==> config.mk <==
export PLATFORM = sky130hd
export DESIGN_NAME = router_1x3
export DESIGN_NICKNAME = d
export VERILOG_FILES = /design/src/rtl/router_pkg.sv /design/src/rtl/router_fifo.sv /design/src/rtl/router_1x3.sv
export SDC_FILE = /design/constraint.sdc
export NUM_CORES = 1
export LEC_CHECK = 0
export BUFFER_PORTS_ARGS = -buffer_cell sky130_fd_sc_hd__clkbuf_2
export CORE_MARGIN = 1
export CORE_UTILIZATION = 56
export DETAILED_ROUTE_END_ITERATION = 6
export GPL_TIMING_DRIVEN = 0
export PLACE_DENSITY = 0.85
export SLEW_MARGIN = 30
export SYNTH_ARGS = -nofsm -noshare
export SYNTH_HDL_FRONTEND = slang
export SYNTH_SLANG_ARGS = --single-unit
==> constraint.sdc <==
create_clock -name clock -period 2.79 [get_ports clock]
set_clock_uncertainty 0.1 [all_clocks]
set_input_delay 0 -clock clock [delete_from_list [all_inputs] [get_ports clock]]
set_output_delay 0 -clock clock [all_outputs]
set_load 0.02 [all_outputs]
==> src/rtl/router_pkg.sv <==
// Shared types and defaults for the 1x3 byte-serial packet router.
package router_pkg;

  localparam int unsigned DEFAULT_DATA_W     = 8;
  localparam int unsigned DEFAULT_FIFO_DEPTH = 16;
  localparam int unsigned DEFAULT_TIMEOUT    = 30;

  localparam logic [1:0] ADDR_INVALID = 2'd3;

  typedef enum logic [2:0] {
    DecodeAddress,
    WaitTillEmpty,
    LoadFirstData,
    LoadData,
    CheckParityError,
    Discard
  } state_e;

  // Pick one of three per-port flags; the invalid address never selects a port.
  function automatic logic sel_port(input logic [2:0] flags, input logic [1:0] addr);
    logic res;
    case (addr)
      2'd0:    res = flags[0];
      2'd1:    res = flags[1];
      2'd2:    res = flags[2];
      default: res = 1'b0;
    endcase
    return res;
  endfunction

endpackage

==> src/rtl/router_fifo.sv <==
// Output FIFO with first-word-fall-through head; SOFT_RESET_EN adds an idle-timeout flush.
module router_fifo
  import router_pkg::*;
#(
  parameter int unsigned DATA_W     = DEFAULT_DATA_W,
  parameter int unsigned FIFO_DEPTH = DEFAULT_FIFO_DEPTH,
  parameter int unsigned TIMEOUT    = DEFAULT_TIMEOUT
) (
  input  logic              clock,
  input  logic              resetn,
  input  logic              write_enb,
  input  logic              read_enb,
  input  logic              header_flag,
  input  logic [DATA_W-1:0] data_in,
  output logic [DATA_W-1:0] data_out,
  output logic              empty,
  output logic              full,
  output logic              soft_reset
);

  localparam int unsigned AW = $clog2(FIFO_DEPTH);

  logic [DATA_W:0] mem_q [FIFO_DEPTH];
  logic [AW:0]     wr_ptr_q, wr_ptr_d, rd_ptr_q, rd_ptr_d;
  logic            push, pop;
  logic [DATA_W:0] head;
  logic            unused_head_flag;

  assign empty = (wr_ptr_q == rd_ptr_q);
  assign full  = (wr_ptr_q[AW] != rd_ptr_q[AW]) && (wr_ptr_q[AW-1:0] == rd_ptr_q[AW-1:0]);
  assign push  = write_enb & ~full;
  assign pop   = read_enb & ~empty;

  assign head             = mem_q[rd_ptr_q[AW-1:0]];
  assign data_out         = empty ? '0 : head[DATA_W-1:0];
  assign unused_head_flag = head[DATA_W];

`ifdef SOFT_RESET_EN
  logic [4:0] timer_q, timer_d;

  // Counts consecutive cycles the head sits visible but unread.
  always_comb begin
    timer_d    = timer_q;
    soft_reset = 1'b0;
    if (empty || pop) begin
      timer_d = '0;
    end else if (timer_q == 5'(TIMEOUT - 1)) begin
      soft_reset = 1'b1;
      timer_d    = '0;
    end else begin
      timer_d = timer_q + 5'd1;
    end
  end

  always_ff @(posedge clock or negedge resetn) begin
    if (!resetn) timer_q <= '0;
    else         timer_q <= timer_d;
  end
`else
  assign soft_reset = 1'b0;
`endif

  always_comb begin
    wr_ptr_d = wr_ptr_q + (AW + 1)'(push);
    rd_ptr_d = rd_ptr_q + (AW + 1)'(pop);
    if (soft_reset) begin
      wr_ptr_d = '0;
      rd_ptr_d = '0;
    end
  end

  always_ff @(posedge clock or negedge resetn) begin
    if (!resetn) begin
      wr_ptr_q <= '0;
      rd_ptr_q <= '0;
    end else begin
      wr_ptr_q <= wr_ptr_d;
      rd_ptr_q <= rd_ptr_d;
    end
  end

  always_ff @(posedge clock) begin
    if (push) mem_q[wr_ptr_q[AW-1:0]] <= {header_flag, data_in};
  end

endmodule

==> src/rtl/router_1x3.sv <==
// 1-input, 3-output packet router: input FSM, header latch and parity check.
// Optional idle-timeout FIFO flush is enabled with SOFT_RESET_EN.
module router_1x3
  import router_pkg::*;
#(
  parameter int unsigned DATA_W     = DEFAULT_DATA_W,
  parameter int unsigned FIFO_DEPTH = DEFAULT_FIFO_DEPTH,
  parameter int unsigned TIMEOUT    = DEFAULT_TIMEOUT
) (
  input  logic              clock,
  input  logic              resetn,
  input  logic              read_enb_0,
  input  logic              read_enb_1,
  input  logic              read_enb_2,
  input  logic              pkt_valid,
  input  logic [DATA_W-1:0] data_in,
  output logic [DATA_W-1:0] data_out_0,
  output logic [DATA_W-1:0] data_out_1,
  output logic [DATA_W-1:0] data_out_2,
  output logic              vld_out_0,
  output logic              vld_out_1,
  output logic              vld_out_2,
  output logic              error,
  output logic              busy
);

  state_e            state_q, state_d;
  logic [DATA_W-1:0] header_q, header_d;
  logic [DATA_W-1:0] parity_q, parity_d;
  logic [DATA_W-1:0] rx_parity_q, rx_parity_d;
  logic              error_q, error_d;

  logic [2:0]        fifo_empty, fifo_full, fifo_flush, fifo_we, fifo_re;
  logic [DATA_W-1:0] fifo_dout [3];
  logic              we, wr_header;
  logic [DATA_W-1:0] wr_data;
  logic [1:0]        tgt;
  logic              tgt_empty, tgt_full, tgt_flush;

  assign tgt       = header_q[1:0];
  assign tgt_empty = sel_port(fifo_empty, tgt);
  assign tgt_full  = sel_port(fifo_full, tgt);
  assign tgt_flush = sel_port(fifo_flush, tgt);
  assign fifo_re   = {read_enb_2, read_enb_1, read_enb_0};

  always_comb begin
    state_d     = state_q;
    header_d    = header_q;
    parity_d    = parity_q;
    rx_parity_d = rx_parity_q;
    error_d     = error_q;
    busy        = 1'b0;
    we          = 1'b0;
    wr_header   = 1'b0;
    wr_data     = data_in;

    unique case (state_q)
      DecodeAddress: begin
        if (pkt_valid) begin
          if (data_in[1:0] == ADDR_INVALID) begin
            state_d = Discard;
          end else begin
            header_d = data_in;
            state_d  = sel_port(fifo_empty, data_in[1:0]) ? LoadFirstData : WaitTillEmpty;
          end
        end
      end
      WaitTillEmpty: begin
        busy = 1'b1;
        if (tgt_empty) state_d = LoadFirstData;
      end
      LoadFirstData: begin
        busy      = 1'b1;
        we        = 1'b1;
        wr_header = 1'b1;
        wr_data   = header_q;
        parity_d  = header_q;
        state_d   = LoadData;
      end
      LoadData: begin
        if (tgt_full) begin
          busy = 1'b1;
        end else begin
          we = 1'b1;
          if (pkt_valid) begin
            parity_d = parity_q ^ data_in;
          end else begin
            rx_parity_d = data_in;
            state_d     = CheckParityError;
          end
        end
      end
      CheckParityError: begin
        busy    = 1'b1;
        error_d = (parity_q != rx_parity_q);
        state_d = DecodeAddress;
      end
      Discard: begin
        if (!pkt_valid) state_d = DecodeAddress;
      end
      default: state_d = DecodeAddress;
    endcase

    // A flushed target FIFO abandons the packet; the held byte is dropped by Discard.
    if (tgt_flush && (state_q == LoadFirstData || state_q == LoadData)) begin
      busy        = 1'b1;
      we          = 1'b0;
      parity_d    = parity_q;
      rx_parity_d = rx_parity_q;
      state_d     = Discard;
    end
  end

  always_ff @(posedge clock or negedge resetn) begin
    if (!resetn) begin
      state_q     <= DecodeAddress;
      header_q    <= '0;
      parity_q    <= '0;
      rx_parity_q <= '0;
      error_q     <= 1'b0;
    end else begin
      state_q     <= state_d;
      header_q    <= header_d;
      parity_q    <= parity_d;
      rx_parity_q <= rx_parity_d;
      error_q     <= error_d;
    end
  end

  for (genvar i = 0; i < 3; i++) begin : g_fifo
    assign fifo_we[i] = we && (tgt == 2'(i));

    router_fifo #(
      .DATA_W     (DATA_W),
      .FIFO_DEPTH (FIFO_DEPTH),
      .TIMEOUT    (TIMEOUT)
    ) u_fifo (
      .clock       (clock),
      .resetn      (resetn),
      .write_enb   (fifo_we[i]),
      .read_enb    (fifo_re[i]),
      .header_flag (wr_header),
      .data_in     (wr_data),
      .data_out    (fifo_dout[i]),
      .empty       (fifo_empty[i]),
      .full        (fifo_full[i]),
      .soft_reset  (fifo_flush[i])
    );
  end

  assign data_out_0 = fifo_dout[0];
  assign data_out_1 = fifo_dout[1];
  assign data_out_2 = fifo_dout[2];
  assign vld_out_0  = ~fifo_empty[0];
  assign vld_out_1  = ~fifo_empty[1];
  assign vld_out_2  = ~fifo_empty[2];
  assign error      = error_q;

endmodule

==> impl_metrics.toml, run 1 <==
[timing]
setup_viol = 228
finalCritPeriodShare_pct = 108
holdWs_ps = 170
fin_ws_ps = -210
fmax_mhz = 333
slew_headroom_pct = 42.4
drv_slew = 0
rsz0062_at_grt = "yes"
hold_violations = 0
fin_crit_ps = 3000
tightest_slew_ps = 863

[route]
vias = 11100
viasPerCell = 7.05
drc = 1
drtIter0Drc = 1800
drt_pre_antenna_iters = 7
wl_per_cell_um = 34.1
drtAntennaViolNets = 0
wirelength_um = 53500

[clock_tree]
clk_latency_ps = 550
cts_num_sinks = 442
numCtsBuffers = 43
cts_tree = "done"
cts_max_level = 2
clock-root-buffer = "clkbuf_16"
cts.path.max_buffers = 3
cts.clk_slew.worst_paths_ps = 60

[floorplanning]
row_count = 65
die_width_um = 182
initial_core_util_pct = 57.1
die_y_um = 182
dieArea_mm2 = 0.0331
coreArea_mm2 = 0.0317
ios = 43

[pwr]
peakVddDrop_v = 0.000579
p_per_area_mw_per_mm2 = 1210
p_leak_nw = 7.91

[synth]
syn-cell-area_mm2 = 0.0181
async_reset_ff_share_pct = 13.1
ys_seq_area_share_pct = 71.6
ys_warn_count = 0
syn_nets = 946
synthFlopType = "edfxtp_1"
ys_ff_latch = 442
syn-instance-count = 920
syn-mean-instance-area_um2 = 19.7
synth-edff-count = 384
yosysUniqueCellTypes = 45

[worst_setup_path]
crit_arrival_ps = 3290
start_kind = "flip-flop"
regToRegSetupSlack_ps = -210
cp_max_fo = 8
end_kind = "flip-flop"
setup.worst_path.class = "flip-flop to flip-flop"
crit_required_ps = 3080

[finish]
drive_gt1_share_pct = 42.8
num_antenna_cells = 0
areaGrowthSynthToFinish_pct = 26.1
fin_nets = 1156
postLayoutCoreUtil_pct = 72.0

[place]
place_ws_ps = -507
gp_congestion = 0.867
portBuffers = 40
hpwlAfterDp_um = 23700

[global_route]
track_usage_pct = 28.6
grt_pass1_vias = 10500
overflow = 0
grt_max_degree = 49
grt_pass1_wl_um = 68300
antenna_found_initial = 2

[run_status]
violations = "design-rule violations, negative setup slack"
outcome = "finished with violations"

[hold_path]
hp-class = "primary input to flip-flop"

[run]
max-cap-violations = 0
## kinds of logic (layout without fill, tap and decap cells)
kind of cell	Yosys count	count (layout)	synth area share, %
fa+ha+maj	12	12	0.828
simple gates	168	168	5.10
buf+inv	66	311	1.86
mux	143	143	16.3
compound gates	44	44	2.02
flops	442	442	71.6
xor+xnor	45	45	2.22
## worst max-delay path, stage by stage, from the launching register on
cell and delay [ps]:
dfrtp_1 510, xnor2_2 340, nand4_4 170, o32ai_4 400
or2_4 220, a211o_4 160, buf_12 150, buf_12 140
clkinv_8 50, ha_4 170, ha_4 170, buf_6 110
xor2_1 140
## registers in the layout, summed over array words and instances (netlist names)
register,count
rx_parity_q,8
g_fifo.u_fifo.rd_ptr_q,15
parity_q,8
g_fifo.u_fifo.wr_ptr_q,15
error,1
header_q,8
g_fifo.u_fifo.mem_q,384
state_q,3
## what timing repair did
item | 4_1_cts | 5_1_grt
gates cloned | 3 | 7
endpoints found under the hold margin | 89 | 0
gates resized for setup | 128 | 165
setup buffers | 47 | 44
pin swaps | 23 | 28
endpoints found under the setup margin | 781 | 766
hold buffers | 15 | 0
## cell usage after synthesis, types with 7 or more instances
cell type,instances,area share [%]
edfxtp_1,384,64
mux4_2,120,15
dfrtp_1,58,8.0
xnor2_1,36,1.7
nor2_1,34,0.70
nor2b_1,30,1.0
nor3_1,27,0.75
clkbuf_1,24,0.50
mux2_2,23,1.4
a311oi_1,18,0.87
buf_2,16,0.44
nand2_1,15,0.31
nand3_1,14,0.39
ha_1,12,0.83
nand2b_1,12,0.41
nor4_1,12,0.41
o21ai_0,12,0.33
buf_4,8,0.33
or3_1,8,0.28
xor2_1,8,0.39
inv_1,7,0.15
## path summary, 6_finish.rpt
kind,start,end,depth (start not counted)
min in group asynchronous,resetn,header_q[5],4
hold / removal,data_in[2],parity_q[2],3
setup / recovery,g_fifo[1].u_fifo.rd_ptr_q[2],g_fifo[0].u_fifo.wr_ptr_q[2],12
hold reg to reg,error,error,2
setup reg to reg,g_fifo[1].u_fifo.rd_ptr_q[2],g_fifo[0].u_fifo.wr_ptr_q[2],12
max in group asynchronous,resetn,g_fifo[0].u_fifo.rd_ptr_q[0],4
## layout make-up
class	instances	area (um^2)
Buffer	55	531
Clock buffer	57	1170
Clock inverter	23	196
Fill cell	1627	8870
Inverter	7	38.8
Multi-Input combinational cell	412	5730
Sequential cell	442	13000
Tap cell	402	503
Timing Repair Buffer	169	1690
## power breakdown
group          leakage [nW]  switching (W)  internal (W)
logic                  3.08        0.00704       0.00564
registers              4.16       0.000581       0.00859
clock network         0.669        0.00259       0.00324
## through the flow
step	cell area (um^2)	power, W	std cells	TNS, ps
floorplan	18200	0.0151	920	-12900
global placement	18900	0.0172	1362	-259260
detailed placement	19100	0.0177	1376	-197050
CTS	21700	0.0248	1519	-123680
global route	22800	0.0283	1567	-28520
finish	22800	0.0277	1567	-17140
## metal layers
| layer | wire [um] | share of wire [%] | up-vias | global-route usage (%) |
|---|---|---|---|---|
| met1 | 17900 | 33 | 5687 | 36.9 |
| met5 | 13 | 0.024 | - | 0 |
| met4 | 3240 | 6.0 | 2 | 10.8 |
| met2 | 27500 | 51 | 930 | 48.6 |
| met3 | 4890 | 9.1 | 267 | 5.54 |
| li1 | - | - | 4164 | - |
## layout by cell type (no fill, tap or decap), drive strengths merged, types with 2 or more instances in the layout
cell / synthesis / layout
nand3b: 4 / 4
o21ai: 12 / 12
a21o: 2 / 2
nor3: 27 / 27
nand2b: 12 / 12
nand2: 15 / 15
mux2: 23 / 23
inv: 7 / 7
bufinv: 0 / 3
dlygate4sd3: 0 / 14
clkinv: 0 / 19
ha: 12 / 12
dfrtp: 58 / 58
o221ai: 2 / 2
a311oi: 18 / 18
nand3: 14 / 14
xnor2: 37 / 37
nor2b: 30 / 30
nor2: 34 / 34
buf: 34 / 151
a31oi: 3 / 3
o32ai: 2 / 2
or3: 8 / 8
xor2: 8 / 8
edfxtp: 384 / 384
nand4: 6 / 6
nor4: 13 / 13
mux4: 120 / 120
clkbuf: 25 / 116
(Power assumes the default switching activity.)
==> run 2, diff against run 1 <==
--- a/config.mk
+++ b/config.mk
@@ -8,6 +8,7 @@
 export BUFFER_PORTS_ARGS = -buffer_cell sky130_fd_sc_hd__clkbuf_2
 export CORE_MARGIN = 1
 export CORE_UTILIZATION = 56
+export CTS_BUF_LIST = sky130_fd_sc_hd__clkbuf_8 sky130_fd_sc_hd__clkbuf_16
 export DETAILED_ROUTE_END_ITERATION = 6
 export GPL_TIMING_DRIVEN = 0
 export PLACE_DENSITY = 0.85
==> impl_metrics.toml, run 2 (synthesis results as in run 1) <==
[clock_tree]
cts_num_sinks = 442
numCtsBuffers = 43
cts.path.max_buffers = 3
cts_tree = "done"
cts.clk_slew.worst_paths_ps = 60
clk_latency_ps = 560
clock-root-buffer = "clkbuf_16"
cts_max_level = 2

[global_route]
track_usage_pct = 28.6
grt_pass1_wl_um = 68300
grt.met3_usage_pct = 5.54
grt_busiest_layer = "met2"
grt_max_degree = 49
overflow = 0
met2_usage_pct = 48.6
grt_util_met1_pct = 36.9
grt_pass1_vias = 10500
antenna_found_initial = 2

[route]
wl_per_cell_um = 34.1
drc = 0
vias = 11100
drt_pre_antenna_iters = 7
wirelength_um = 53500
viasPerCell = 7.05
drtIter0Drc = 1786
drtAntennaViolNets = 0

[worst_setup_path]
crit_arrival_ps = 3150
setup.worst_path.class = "flip-flop to flip-flop"
cp_max_fo = 8
worst-r2r-cell-count = 10
start_kind = "flip-flop"
reg2reg_from = "g_fifo[2].u_fifo.rd_ptr_q[0]"
crit_required_ps = 2940
crit_path_start = "g_fifo[2].u_fifo.rd_ptr_q[0]"
end_kind = "flip-flop"

[hold_path]
hp-start = "data_in[2]"
holdPathStages = 3
hp-class = "primary input to flip-flop"

[floorplanning]
die_y_um = 182
ios = 43
row_count = 65
die_width_um = 182
initial_core_util_pct = 57.1
dieArea_mm2 = 0.0331
coreArea_mm2 = 0.0317

[finish]
largest_reg_flops = 384
areaGrowthSynthToFinish_pct = 26.1
fin_cells = 1567
stdcell_area_mm2 = 0.0228
postLayoutCoreUtil_pct = 72.0
final_common_cell = "edfxtp_1"
drive_gt1_share_pct = 42.8
num_antenna_cells = 0
final_cell_mix = "edfxtp_1 (384), mux4_2 (120), buf_4 (77)"
fin_nets = 1156

[pwr]
peakVddDrop_v = 0.000579
p_leak_nw = 7.95
p_per_area_mw_per_mm2 = 1210

[place]
place_ws_ps = -507
portBuffers = 40
gp_congestion = 0.867
hpwlAfterDp_um = 23700
placed_cell_area_mm2 = 0.0191
dp_cells = 1376

[timing]
fin_crit_ps = 2990
drv_slew = 0
fmax_mhz = 334
finalCritPeriodShare_pct = 107
fin_ws_ps = -205
hold_violations = 0
slew_headroom_pct = 44.1
setup_viol = 227
tightest_slew_ps = 839
rsz0062_at_grt = "yes"
holdWs_ps = 170

[run_status]
violations = "negative setup slack"
outcome = "finished with violations"

[run]
max-cap-violations = 0
## run 2: cell count changes in the layout (fill, tap and decap cells not counted)
cell / delta
clkbuf_1: -11
inv_1: +11
## run 2: path summary, 6_finish.rpt
kind | slack (ps) | to
max | -200 | g_fifo[0].u_fifo.mem_q[2][5]
min | 170 | parity_q[2]
max reg2reg | -200 | g_fifo[0].u_fifo.mem_q[2][5]
min reg2reg | 420 | error
max in group asynchronous | 1900 | g_fifo[0].u_fifo.rd_ptr_q[0]
min in group asynchronous | 430 | g_fifo[2].u_fifo.wr_ptr_q[4]
## run 2: layer usage
| layer | up-vias | wire length [um] |
|---|---|---|
| li1 | 4172 | - |
| met1 | 5621 | 17600 |
| met2 | 981 | 27400 |
| met3 | 275 | 5260 |
| met4 | 2 | 3250 |
| met5 | - | 13 |
## run 2: power by group
group / internal (W) / total, W / switching, W / leakage [nW]
combinational: 0.00564 / 0.0127 / 0.00704 / 3.08
clock: 0.00320 / 0.00580 / 0.00260 / 0.715
sequential: 0.00859 / 0.00917 / 0.000579 / 4.16
total: 0.0174 / 0.0276 / 0.0102 / 7.95
## run 2: area by class of cell
type	instances	area (um^2)
sequential	442	13000
fill	1627	8870
multi-input combinational	412	5730
timing repair buffer	169	1690
clock buffer	46	1130
buffer	55	531
tap	402	503
clock inverter	34	238
inverter	7	38.8
## run 2: timing repair
action	in CTS	in global routing
pin swaps	23	28
gates resized for setup	128	165
endpoints found under the hold margin	89	0
setup endpoints to repair	781	765
cloned	3	7
hold buffers	15	0
buffers inserted	47	44
## run 2: worst max-delay path, cell delays in order, from the launching register on
cell and delay, ps:
dfrtp_1 410, buf_6 160, xnor2_2 130, nand4_1 220, nor3_4 100, or2_4 300
a211o_4 360, buf_12 160, buf_6 120, nor4_4 370, buf_4 240
## run 2: stage by stage
| step | total power, W | setup TNS [ps] |
|---|---|---|
| 2_1_floorplan | 0.0151 | -12900 |
| 3_3_place_gp | 0.0172 | -259260 |
| 3_5_place_dp | 0.0177 | -197050 |
| 4_1_cts | 0.0248 | -123660 |
| 5_1_grt | 0.0282 | -28490 |
| 6_report | 0.0276 | -16390 |
